<file path="src/rtl/fifo_wr_arbiter.sv">
// ---------------------------------------------------------------------------
// fifo_wr_arbiter
//
// Round-robin arbiter that shares the write port of an 8-bit synchronous FIFO
// among NUM_REQ producers. A producer wins the port for a burst of at most
// BURST_MAX words. The FIFO's full flag is used as back-pressure, so no write
// is ever issued while the FIFO is full.
//
// Ports:
//   clk          - rising-edge clock, shared with the FIFO
//   reset        - asynchronous, active-low reset
//   req_valid    - per-producer "word available" flags
//   req_data     - producer i's word sits at [i*DATA_WIDTH +: DATA_WIDTH]
//   req_ready    - combinational; word i is taken when req_valid[i] & req_ready[i]
//   full_flag    - FIFO full
//   write_enable - combinational FIFO write strobe
//   w_data       - combinational FIFO write data
//   grant        - registered one-hot owner, all-zero when idle
//   busy         - registered, high while a grant is held
// ---------------------------------------------------------------------------
module fifo_wr_arbiter #(
    parameter int NUM_REQ    = 4,
    parameter int DATA_WIDTH = 8,
    parameter int BURST_MAX  = 4
) (
    input  logic                          clk,
    input  logic                          reset,
    input  logic [NUM_REQ-1:0]            req_valid,
    input  logic [NUM_REQ*DATA_WIDTH-1:0] req_data,
    output logic [NUM_REQ-1:0]            req_ready,
    input  logic                          full_flag,
    output logic                          write_enable,
    output logic [DATA_WIDTH-1:0]         w_data,
    output logic [NUM_REQ-1:0]            grant,
    output logic                          busy
);

    localparam int IDX_W = $clog2(NUM_REQ);
    localparam int CNT_W = $clog2(BURST_MAX + 1);

    // Last owner resets to the highest index so that requester 0 wins first.
    localparam logic [IDX_W-1:0] LAST_RESET = IDX_W'(NUM_REQ - 1);
    localparam logic [CNT_W-1:0] BEAT_LAST  = CNT_W'(BURST_MAX - 1);

    typedef enum logic {
        IDLE  = 1'b0,
        GRANT = 1'b1
    } state_t;

    state_t               state_q, state_d;
    logic [IDX_W-1:0]     owner_q, owner_d;
    logic [IDX_W-1:0]     lastOwner_q, lastOwner_d;
    logic [CNT_W-1:0]     beatCnt_q, beatCnt_d;
    logic [NUM_REQ-1:0]   grant_q, grant_d;
    logic                 busy_q, busy_d;

    logic [IDX_W-1:0]     winner;
    logic [IDX_W:0]       candSum;
    logic [IDX_W-1:0]     candIdx;
    logic                 anyReq;
    logic                 ownerValid;
    logic                 accept;

    // Round-robin pick. Candidates are walked from the farthest position
    // (last owner itself) towards the nearest (last owner + 1), so the final
    // assignment that sticks is the first requester after the last owner.
    always_comb begin
        winner  = lastOwner_q;
        candSum = '0;
        candIdx = '0;
        anyReq  = |req_valid;
        for (int k = NUM_REQ; k >= 1; k--) begin
            candSum = {1'b0, lastOwner_q} + (IDX_W + 1)'(k);
            if (candSum >= (IDX_W + 1)'(NUM_REQ)) begin
                candSum = candSum - (IDX_W + 1)'(NUM_REQ);
            end
            candIdx = candSum[IDX_W-1:0];
            if (req_valid[candIdx]) begin
                winner = candIdx;
            end
        end
    end

    // Write-port datapath. The owner's ready follows ~full_flag directly, so
    // a write can never coincide with a full FIFO, and the first accept after
    // full falls happens in that same cycle.
    always_comb begin
        req_ready    = '0;
        w_data       = '0;
        ownerValid   = req_valid[owner_q];
        accept       = 1'b0;
        write_enable = 1'b0;
        if (state_q == GRANT) begin
            accept       = ownerValid & ~full_flag;
            write_enable = accept;
            for (int i = 0; i < NUM_REQ; i++) begin
                if (IDX_W'(i) == owner_q) begin
                    req_ready[i] = ~full_flag;
                    w_data       = req_data[i*DATA_WIDTH +: DATA_WIDTH];
                end
            end
        end
    end

    // Next-state logic. A grant ends on burst exhaustion or when the owner
    // drops valid; a stall on full simply holds state and beat count.
    always_comb begin
        state_d     = state_q;
        owner_d     = owner_q;
        lastOwner_d = lastOwner_q;
        beatCnt_d   = beatCnt_q;
        case (state_q)
            IDLE: begin
                if (anyReq) begin
                    owner_d     = winner;
                    lastOwner_d = winner;
                    beatCnt_d   = '0;
                    state_d     = GRANT;
                end
            end
            GRANT: begin
                if (!ownerValid) begin
                    state_d = IDLE;
                end else if (accept) begin
                    if (beatCnt_q == BEAT_LAST) begin
                        state_d = IDLE;
                    end else begin
                        beatCnt_d = beatCnt_q + CNT_W'(1);
                    end
                end
            end
            default: begin
                state_d = IDLE;
            end
        endcase
        busy_d  = (state_d == GRANT);
        grant_d = busy_d ? (NUM_REQ'(1) << owner_d) : '0;
    end

    // State registers. Reset drops any grant at once; a partial burst is
    // simply abandoned.
    always_ff @(posedge clk or negedge reset) begin
        if (!reset) begin
            state_q     <= IDLE;
            owner_q     <= '0;
            lastOwner_q <= LAST_RESET;
            beatCnt_q   <= '0;
            grant_q     <= '0;
            busy_q      <= 1'b0;
        end else begin
            state_q     <= state_d;
            owner_q     <= owner_d;
            lastOwner_q <= lastOwner_d;
            beatCnt_q   <= beatCnt_d;
            grant_q     <= grant_d;
            busy_q      <= busy_d;
        end
    end

    assign grant = grant_q;
    assign busy  = busy_q;

endmodule
</file>
<file path="config.mk">
export PLATFORM = sky130hd
export DESIGN_NAME = fifo_wr_arbiter
export DESIGN_NICKNAME = d
export VERILOG_FILES = /design/src/rtl/fifo_wr_arbiter.sv
export SDC_FILE = /design/constraint.sdc
export NUM_CORES = 1
export LEC_CHECK = 0
export CORE_UTILIZATION = 33
export CTS_CLUSTER_DIAMETER = 50
export DETAILED_ROUTE_END_ITERATION = 8
export PLACE_DENSITY = 0.73
export SYNTH_ARGS = -nofsm -noshare
export SYNTH_HDL_FRONTEND = slang
export SYNTH_SLANG_ARGS = --single-unit
export TNS_END_PERCENT = 10
</file>
<file path="constraint.sdc">
create_clock -name clk -period 1.8 [get_ports clk]
set_clock_uncertainty 0.05 [all_clocks]
set_input_delay 0.54 -clock clk [delete_from_list [all_inputs] [get_ports clk]]
set_output_delay 0.54 -clock clk [all_outputs]
set_load 0.05 [all_outputs]
</file>
### After elaboration in Yosys (flattened, before gate mapping)

Cells that the tools add are included.

* multipliers: 0
* shifts and indexed selects: 1
* order comparisons: 9
* mux-type cells: 42
* div/mod/pow operators: 0
* add/sub/neg operators: 9
* bitwise operators: 3
* equal/unequal tests: 8
* reductions and logical operators: 4

Operators by type and width (number)
* two-way mux 8 bit: 5
* two-way mux 2 bit: 10
* < comparator 2 x 3 -> 1 bit, second input constant: 5
* two-way mux 1 bit: 14
* greater-or-equal comparator 3 bit, second input constant: 4
* two-way mux 3 bit: 4
* binary-select mux 1 bit (select 2 bit): 5
* two-way mux 4 bit: 2
* subtractor 2 x 1 -> 2 bit, second input constant: 4
* adder 2 x 2 -> 3 bit, second input constant: 2
* inequality test 2 bit, second input constant: 3
* one-hot mux 3 bit (2 select lines): 1
* == test 2 bit, first input constant: 2
* AND reduction 4 bit: 1
* OR reduction 4 bit: 1
* << shifter 1 x 2 -> 4 bit, first input constant: 1
* adder 2 x 1 -> 3 bit, second input constant: 1
* adder 2 x 3 -> 3 bit, second input constant: 1
* adder 3 x 1 -> 3 bit, second input constant: 1
* == test 3 x 2 -> 1 bit, second input constant: 1
* == test 1 x 2 -> 1 bit, first input constant: 1
* zero test 2 bit: 1
* inequality test 2 x 1 -> 1 bit, second input constant: 1
* NOT 1 bit: 2
* other kinds (3): 3

* bits in read-only memories: 0
* flip-flop bits (word level): 12
* output and inout port bits: 18
* RAM bits: 0
* bits in latches: 0
* memories: 0

### Logic depth before layout (Yosys ltp)

Gate-level depths: netlist (run 1).

* depth in word-level cells: 13
* mapped depth: 7

### Worst setup path before layout (run 1)

OpenSTA, ideal clock, no wires.

* path kind: register -> output
* from: register, netlist name busy
* to: output port req_ready[0]
* stages on the path, launching flop included: 3
* setup slack: -0.951 ns
* path buffers: 0
* arrival time: 2.161 ns
* required time: 1.210 ns
* cells stage by stage: dfrtp_1 > nor2b_1 > nor3b_1

RTL lines
* end, declared: RTL line 30 `output logic [NUM_REQ-1:0] req_ready,`

### Final worst setup path (run 1)

* from: register owner_q[0]
* to: output port w_data[1]

* word-level cells in the longest chain between the ends: 6
* elaborated cells on any way between the ends: 9

Ends and longest elaborated chain
* start, declared: RTL line 51 `logic [IDX_W-1:0] owner_q, owner_d;`
* start signal, assigned: RTL line 152 `owner_q <= owner_d;`
* zero test 2 bit: RTL line 97 `if (IDX_W'(i) == owner_q) begin`
* two-way mux 8 bit (3 in a row): RTL line 97
* two-way mux 8 bit *: RTL line 97
* two-way mux 8 bit *: RTL line 93 `if (state_q == GRANT) begin`
* end, declared: RTL line 33 `output logic [DATA_WIDTH-1:0] w_data,`

Every way passes the cells marked *; elsewhere a longest branch is shown, timed or not.

==> impl_results.md, run 1 <==
- Share of layout cells above drive strength 1: 45.34%
- Critical Path Start Type: register
- Clk Latency, worst-skew pair: 0.28 ns
- CP delay by family, top: multiplexers
- Slowest cell on the critical path: mux4_2
- Synthesis Warnings: 0
- Initial antenna violation count: 0
- Critical path's largest stage delay: 0.49 ns
- DR WL/cell: 15.52 um
- Pre-CTS WS: -0.6078 ns
- CTS Buf Count: 3
- Row count: 18
- Hold/Removal Path Class: reg2reg
- WL final: 2.965 mm
- Die Height: 54.50 um
- Detailed placement HPWL: 2.334 mm
- Gr ovfl total: 0
- Clock sinks: 12
- Final weighted congestion in routability-driven placement: 0.8288
- Top-area cell type share of the netlist area: 27.51%
- Largest family of logic cells by synthesized area: simple AND/OR/NAND/NOR gates
- Vias in the first global route: 1059
- Reg2reg start: owner_q[1]$_DFF_PN0_
- Multi-input gate area: 633.1 um^2
- Via count: 1014
- Worst R2R Setup Slack: 0.13 ns
- Worst-Margin Slew: 0.5268 ns
- Req. time, crit path: 1.21 ns
- Worst path bufs/invs: 2
- Adder-Cell Fraction of Synth Area: 2.751%
- Worst path cell trace: clkbuf_16 -> mux4_2 -> and2_4 -> buf_8
- Power, Total: 3408 uW
- Nets: 203
- Final Hold Vio Count: 0
- Simple-Gate Fraction of Synth Area: 24.21%
- Die X: 54.50 um
- Max layer used: met4
- Vias per cell: 5.309
- Number of synthesized register bits: 12
- PortBufs: 56
- Leading area contributor after synthesis: dfrtp_1
- Compound-gate portion of the synthesized area: 14.31%
- WL met2: 1.592 mm
- Setup Viol. Count Final: 13
- Largest net degree at the start of global routing: 13
- Synthesis-to-finish area growth: 105.2%
- Fill cell count: 186
- Status: finished, violations left
- Top post-synthesis cells by area: dfrtp_1 (28%), mux4_2 (22%), and2_1 (6.2%), dfstp_2 (5.8%), nand2b_1 (3.4%)
- Crit Path Max Fanout: 5
- Number of remaining DRC errors: 0
- CTS Hold Buffers Added: 0
- 1st-pass router iterations: 4
- Multiplexer area fraction after synthesis: 22.28%
- Register area: 305.3 um^2
- Syn_nets: 126
- FFs w/ async S/R, synth: 100.0%
- Fin. max-slew vios: 0
- Bufs on Longest Clock Path: 2
- Final worst slack: -0.4343 ns
- Ports: 57
- CP Capture Type: output pin
- Seq/Total Area, Yosys: 33.29%
- Worst Min Path Start: beatCnt_q[0]$_DFFE_PN0P_
- Final ANT Viol Nets: 0
- Global Route Usage Sum: 20.67%
- Worst-path clk slew: 0.08 ns
- Count leader, synth: dfrtp_1
- DIE AREA: 2970 um^2
- Highest clock rate: 447.6 MHz
- First-pass GRT wire length: 4.347 mm
- CP Capture Point: w_data[1]
- Core Footprint: 2545 um^2
- Initial Util: 35.74%
- Failing checks: setup timing
- Syn Area/Cell: 10.70 um^2
- Clk root buf: clkbuf_4
- Post-synthesis xor/xnor area fraction: 0%
- M1 WL: 964 um
- Max cap viols: 0
- Relative slew slack: 64.77%
- Crit Reg-Reg Endpoint: grant[3]$_DFF_PN0_
- Fin cells: 191
- First-iteration detailed-routing DRC count: 16
- WS Path Type: reg2out
- Most used flip-flop cell after synthesis: dfrtp_1
- Post-synth EDFFs: 0
- Worst R2R Path Depth: 6
- Post-route minimum period: 2.234 ns
- RSZ-0062 raised after global routing: yes
- Leakage: 0.0008704 uW
- Post-synth cell types: 33
- PD cells: 1826 nW/um^2
- CTS tree: yes
- Most frequent cells after synthesis: dfrtp_1 (10), and2_1 (9), mux4_2 (9), nor2_1 (6)
- Post-synthesis cell area: 909.6 um^2
- Fin crit share: 124.1%
- Ant. Diodes: 0
- Met3 wire length: 388 um
- Cells after synthesis: 85
- CP Depth: 4
- Worst setup path start: owner_q[0]$_DFF_PN0_
- H-Tree Level Count: 1
- Maximum VDD drop: 1.398 mV
- Placed cells: 184
- Arrival @ worst endpoint: 1.64 ns
power breakdown:
part	total (uW)	internal, uW	switching [uW]
combinational	2680	1390	1290
clock	221	123	98.0
sequential	503	396	106
per-layer routing:
metal,track usage [%],vias up
li1,-,477
met1,18.83,471
met2,41.67,64
met3,6.111,2
met4,7.692,0
met5,0,-
area by class of cell:
cell class	count	area share, %
Clock buffer	4	1.944
Inverter	3	0.6032
Multi-Input combinational cell	66	33.91
Sequential cell	12	16.35
Tap cell	30	2.011
Timing Repair Buffer	76	45.17
how the worst min path moves through the flow:
stage / cells after the start / to / slack [ns]
floorplan: 0 / beatCnt_q[0]$_DFFE_PN0P_ / 0.19
global placement: 2 / beatCnt_q[2]$_DFFE_PN0P_ / 0.43
detailed placement: 1 / beatCnt_q[0]$_DFFE_PN0P_ / 0.45
CTS: 1 / beatCnt_q[0]$_DFFE_PN0P_ / 0.46
global route: 2 / lastOwner_q[0]$_DFFE_PN1P_ / 0.50
finish: 1 / beatCnt_q[0]$_DFFE_PN0P_ / 0.45
metrics by stage:
stage,cell area [um^2],util (%),hold WS (ns),TNS [ns]
floorplan,967.2,-,0.1944,-0.8018
global placement,1738,68.29,0.4339,-9.654
detailed placement,1738,68.29,0.4523,-10.07
CTS,1836,72.12,0.4630,-4.239
global route,1867,73.35,0.5019,-4.851
finish,1867,73.35,0.4541,-4.237
sequential cells by signal, summed over array words and instances (netlist names):
name	cells
owner_q	2
beatCnt_q	3
lastOwner_q	2
busy	1
grant	4
cell families (layout without fill, tap and decap cells):
family | Yosys count | after routing
mux | 9 | 9
compound gates | 18 | 18
fa+ha+maj | 2 | 2
simple gates | 37 | 37
flops | 12 | 12
buf+inv | 7 | 83
timing repair:
item / 4_1_cts / 5_1_grt
resized for setup: 68 / 2
setup endpoints to repair: 22 / 13
hold endpoints to repair: 0 / 0
gates cloned: 0 / 1
pin swaps: 9 / 0
setup buffers: 2 / 0
cell usage in the layout (no fill, tap or decap), drive strengths merged, types with 2 or more instances in the layout:
cell type      synthesis  routed
buf                    2      37
dlygate4sd2            0      32
and2                  10      10
dfrtp                 10      10
mux4                   9       9
nor2                   6       6
nand2b                 5       5
nand3                  5       5
clkdlybuf4s15          0       5
clkbuf                 2       5
o21ai                  4       4
a21oi                  3       3
nand2                  3       3
inv                    3       3
a21o                   2       2
ha                     2       2
dfstp                  2       2
nor3b                  2       2
Power figures use the tool's default switching activity.
==> inputs of run 2 (changes only) <==
ABC_CLOCK_PERIOD_IN_PS = 1800   (was default)
==> results of run 2 <==
No change in the layout: final DEF, timing and power equal those of run 1.
==> inputs of run 3 (changes only) <==
CORE_MARGIN = 3   (was default)
GPL_TIMING_DRIVEN = 0   (was default)
==> run 3 against run 2 <==
Compared with the run above: the flow still finishes with violations (setup timing); first-iteration DRC count up 56%; wire length down 7.3%; largest power group unchanged; total power is 11% lower; worst hold slack gained 0.00093 ns; final cell count shrank 6.3%; worst setup slack lost 0.012 ns.
==> impl_results.md, run 3 (synthesis gave the netlist of run 1 again) <==
- Clk root buf: clkbuf_4
- Fin. max-slew vios: 0
- Most frequent cells in the layout: dlygate4sd2_1 (37), and2_4 (10), mux4_2 (9)
- Arrival @ worst endpoint: 1.66 ns
- Die X: 58.50 um
- Via count: 940
- CP Depth: 5
- Fin crit share: 124.8%
- Critical path's largest stage delay: 0.49 ns
- Maximum VDD drop: 1.185 mV
- Gr ovfl total: 0
- Highest clock rate: 445.1 MHz
- Vias in the first global route: 970
- Final hold slack: 0.4550 ns
- Critical Path Start Type: register
- Crit Reg-Reg Endpoint: grant[3]$_DFF_PN0_
- Row count: 18
- CP delay by family, top: multiplexers
- CTS Buf Count: 3
- Nets: 191
- Clk Latency, worst-skew pair: 0.26 ns
- Worst-Margin Slew: 0.5024 ns
- Synthesis-to-finish area growth: 80.74%
- Max cap viols: 0
- Leakage: 0.0007892 uW
- Vias per cell: 5.251
- Relative slew slack: 66.40%
- WL final: 2.750 mm
- Placed cells: 171
- PortBufs: 56
- Final worst slack: -0.4466 ns
- Worst R2R Path Depth: 6
- Largest net degree at the start of global routing: 13
- DP Area: 1565 um^2
- Bufs on Longest Clock Path: 2
- Ports: 57
- Share of layout cells above drive strength 1: 38.26%
- Status: finished, violations left
- Req. time, crit path: 1.21 ns
- Setup Viol. Count Final: 13
- Ant. Diodes: 0
- 1st-pass router iterations: 4
- Worst-path clk slew: 0.07 ns
- Post-route minimum period: 2.247 ns
- Number of remaining DRC errors: 0
- Failing checks: setup timing
- Crit Path Max Fanout: 5
- CTS tree: yes
- Initial Util: 35.74%
- DR WL/cell: 15.36 um
- First-iteration detailed-routing DRC count: 25
- Design Area, Final: 1644 um^2
- Final weighted congestion in routability-driven placement: 0.8536
- RSZ-0062 raised after global routing: yes
- Hold EP: beatCnt_q[2]$_DFFE_PN0P_
- Worst R2R Setup Slack: 0.08 ns
- Fill cell count: 209
- WS Path Type: reg2out
- Detailed placement HPWL: 2.146 mm
- Worst path bufs/invs: 3
- Commonest non-fill, non-tap cell in the layout: dlygate4sd2_1
- Worst Min Path Start: beatCnt_q[2]$_DFFE_PN0P_
- First-pass GRT wire length: 4.291 mm
- Worst path cell trace: buf_6 -> buf_12 -> mux4_2 -> and2_4 -> buf_8
- Hold/Removal Path Class: reg2reg
- Initial antenna violation count: 0
- Final Hold Vio Count: 0
- H-Tree Level Count: 1
- Reg2reg start: owner_q[1]$_DFF_PN0_
- Core Footprint: 2545 um^2
- CP Capture Type: output pin
- Worst hold path depth: 2
- Die Height: 58.50 um
- Max reg flops: 4
- DIE AREA: 3422 um^2
- Clock sinks: 12
- Fin cells: 179
- Slowest cell on the critical path: mux4_2
- Final ANT Viol Nets: 0
- Global Route Usage Sum: 16.10%
- PD cells: 1845 nW/um^2
-- run 3: cell count changes in the layout (fill, tap and decap cells not counted), moves of 3 or more --
cell / before / now
clkdlybuf4s15_1: 5 / 1
dlygate4sd2_1: 32 / 37
buf_12: 10 / 2
buf_6: 2 / 6
buf_4: 16 / 3
clkbuf_2: 0 / 3
-- run 3: layout make-up --
class | count | area (um^2) | share of cell area [%]
Multi-Input combinational cell | 66 | 621.8 | 37.82
Timing Repair Buffer | 60 | 583.1 | 35.46
Sequential cell | 12 | 305.3 | 18.57
Buffer | 4 | 48.80 | 2.968
Tap cell | 30 | 37.54 | 2.283
Clock buffer | 4 | 36.28 | 2.207
Inverter | 3 | 11.26 | 0.6849
-- run 3: worst max-delay path by stage --
stage / from / end / slack, ns
final: owner_q[0]$_DFF_PN0_ / w_data[1] / -0.45
after global routing: owner_q[0]$_DFF_PN0_ / w_data[1] / -0.53
after CTS: owner_q[0]$_DFF_PN0_ / w_data[1] / -0.47
after detailed placement: req_valid[3] / write_enable / -1.26
after global placement: req_valid[3] / write_enable / -1.23
after floorplan: owner_q[0]$_DFF_PN0_ / w_data[0] / -0.08
-- run 3: power breakdown --
part           switching, uW  internal [uW]
sequential              95.8            396
combinational           1240           1100
clock                   81.1            123
total                   1410           1620
-- run 3: layer usage --
layer	share of wire [%]	vias up	routed length, um	track usage, %
met5	0	-	0	0
met4	0	0	0	3.974
met3	9.9	0	272	3.728
met2	48	47	1317	28.07
met1	42	440	1159	20.00
li1	-	453	-	-
-- run 3: worst register-to-register path, cell delays in order (launching register included) --
cell     delay (ns)
dfrtp_2        0.43
mux4_2         0.54
buf_4          0.16
nand3_1        0.08
and2_4         0.17
inv_2          0.04
and4_1         0.14
-- run 3: repair_timing --
action,4_1_cts,5_1_grt
endpoints found under the setup margin,27,16
hold buffers,0,0
pin swaps,0,1
gates resized for setup,153,6
gates cloned,0,0
setup buffers,4,0
-- run 3: metrics by stage --
stage                     power, uW  setup TNS, ns  setup WS [ns]  utilization, %
final                          3033         -4.499        -0.4466           64.60
after global routing           3207         -5.460        -0.5327           64.60
after CTS                      3054         -4.772        -0.4651           65.34
after detailed placement       2562         -17.29         -1.256           61.50
after global placement         2539         -16.91         -1.235           61.50
after floorplan                1989        -0.8018       -0.08497               -
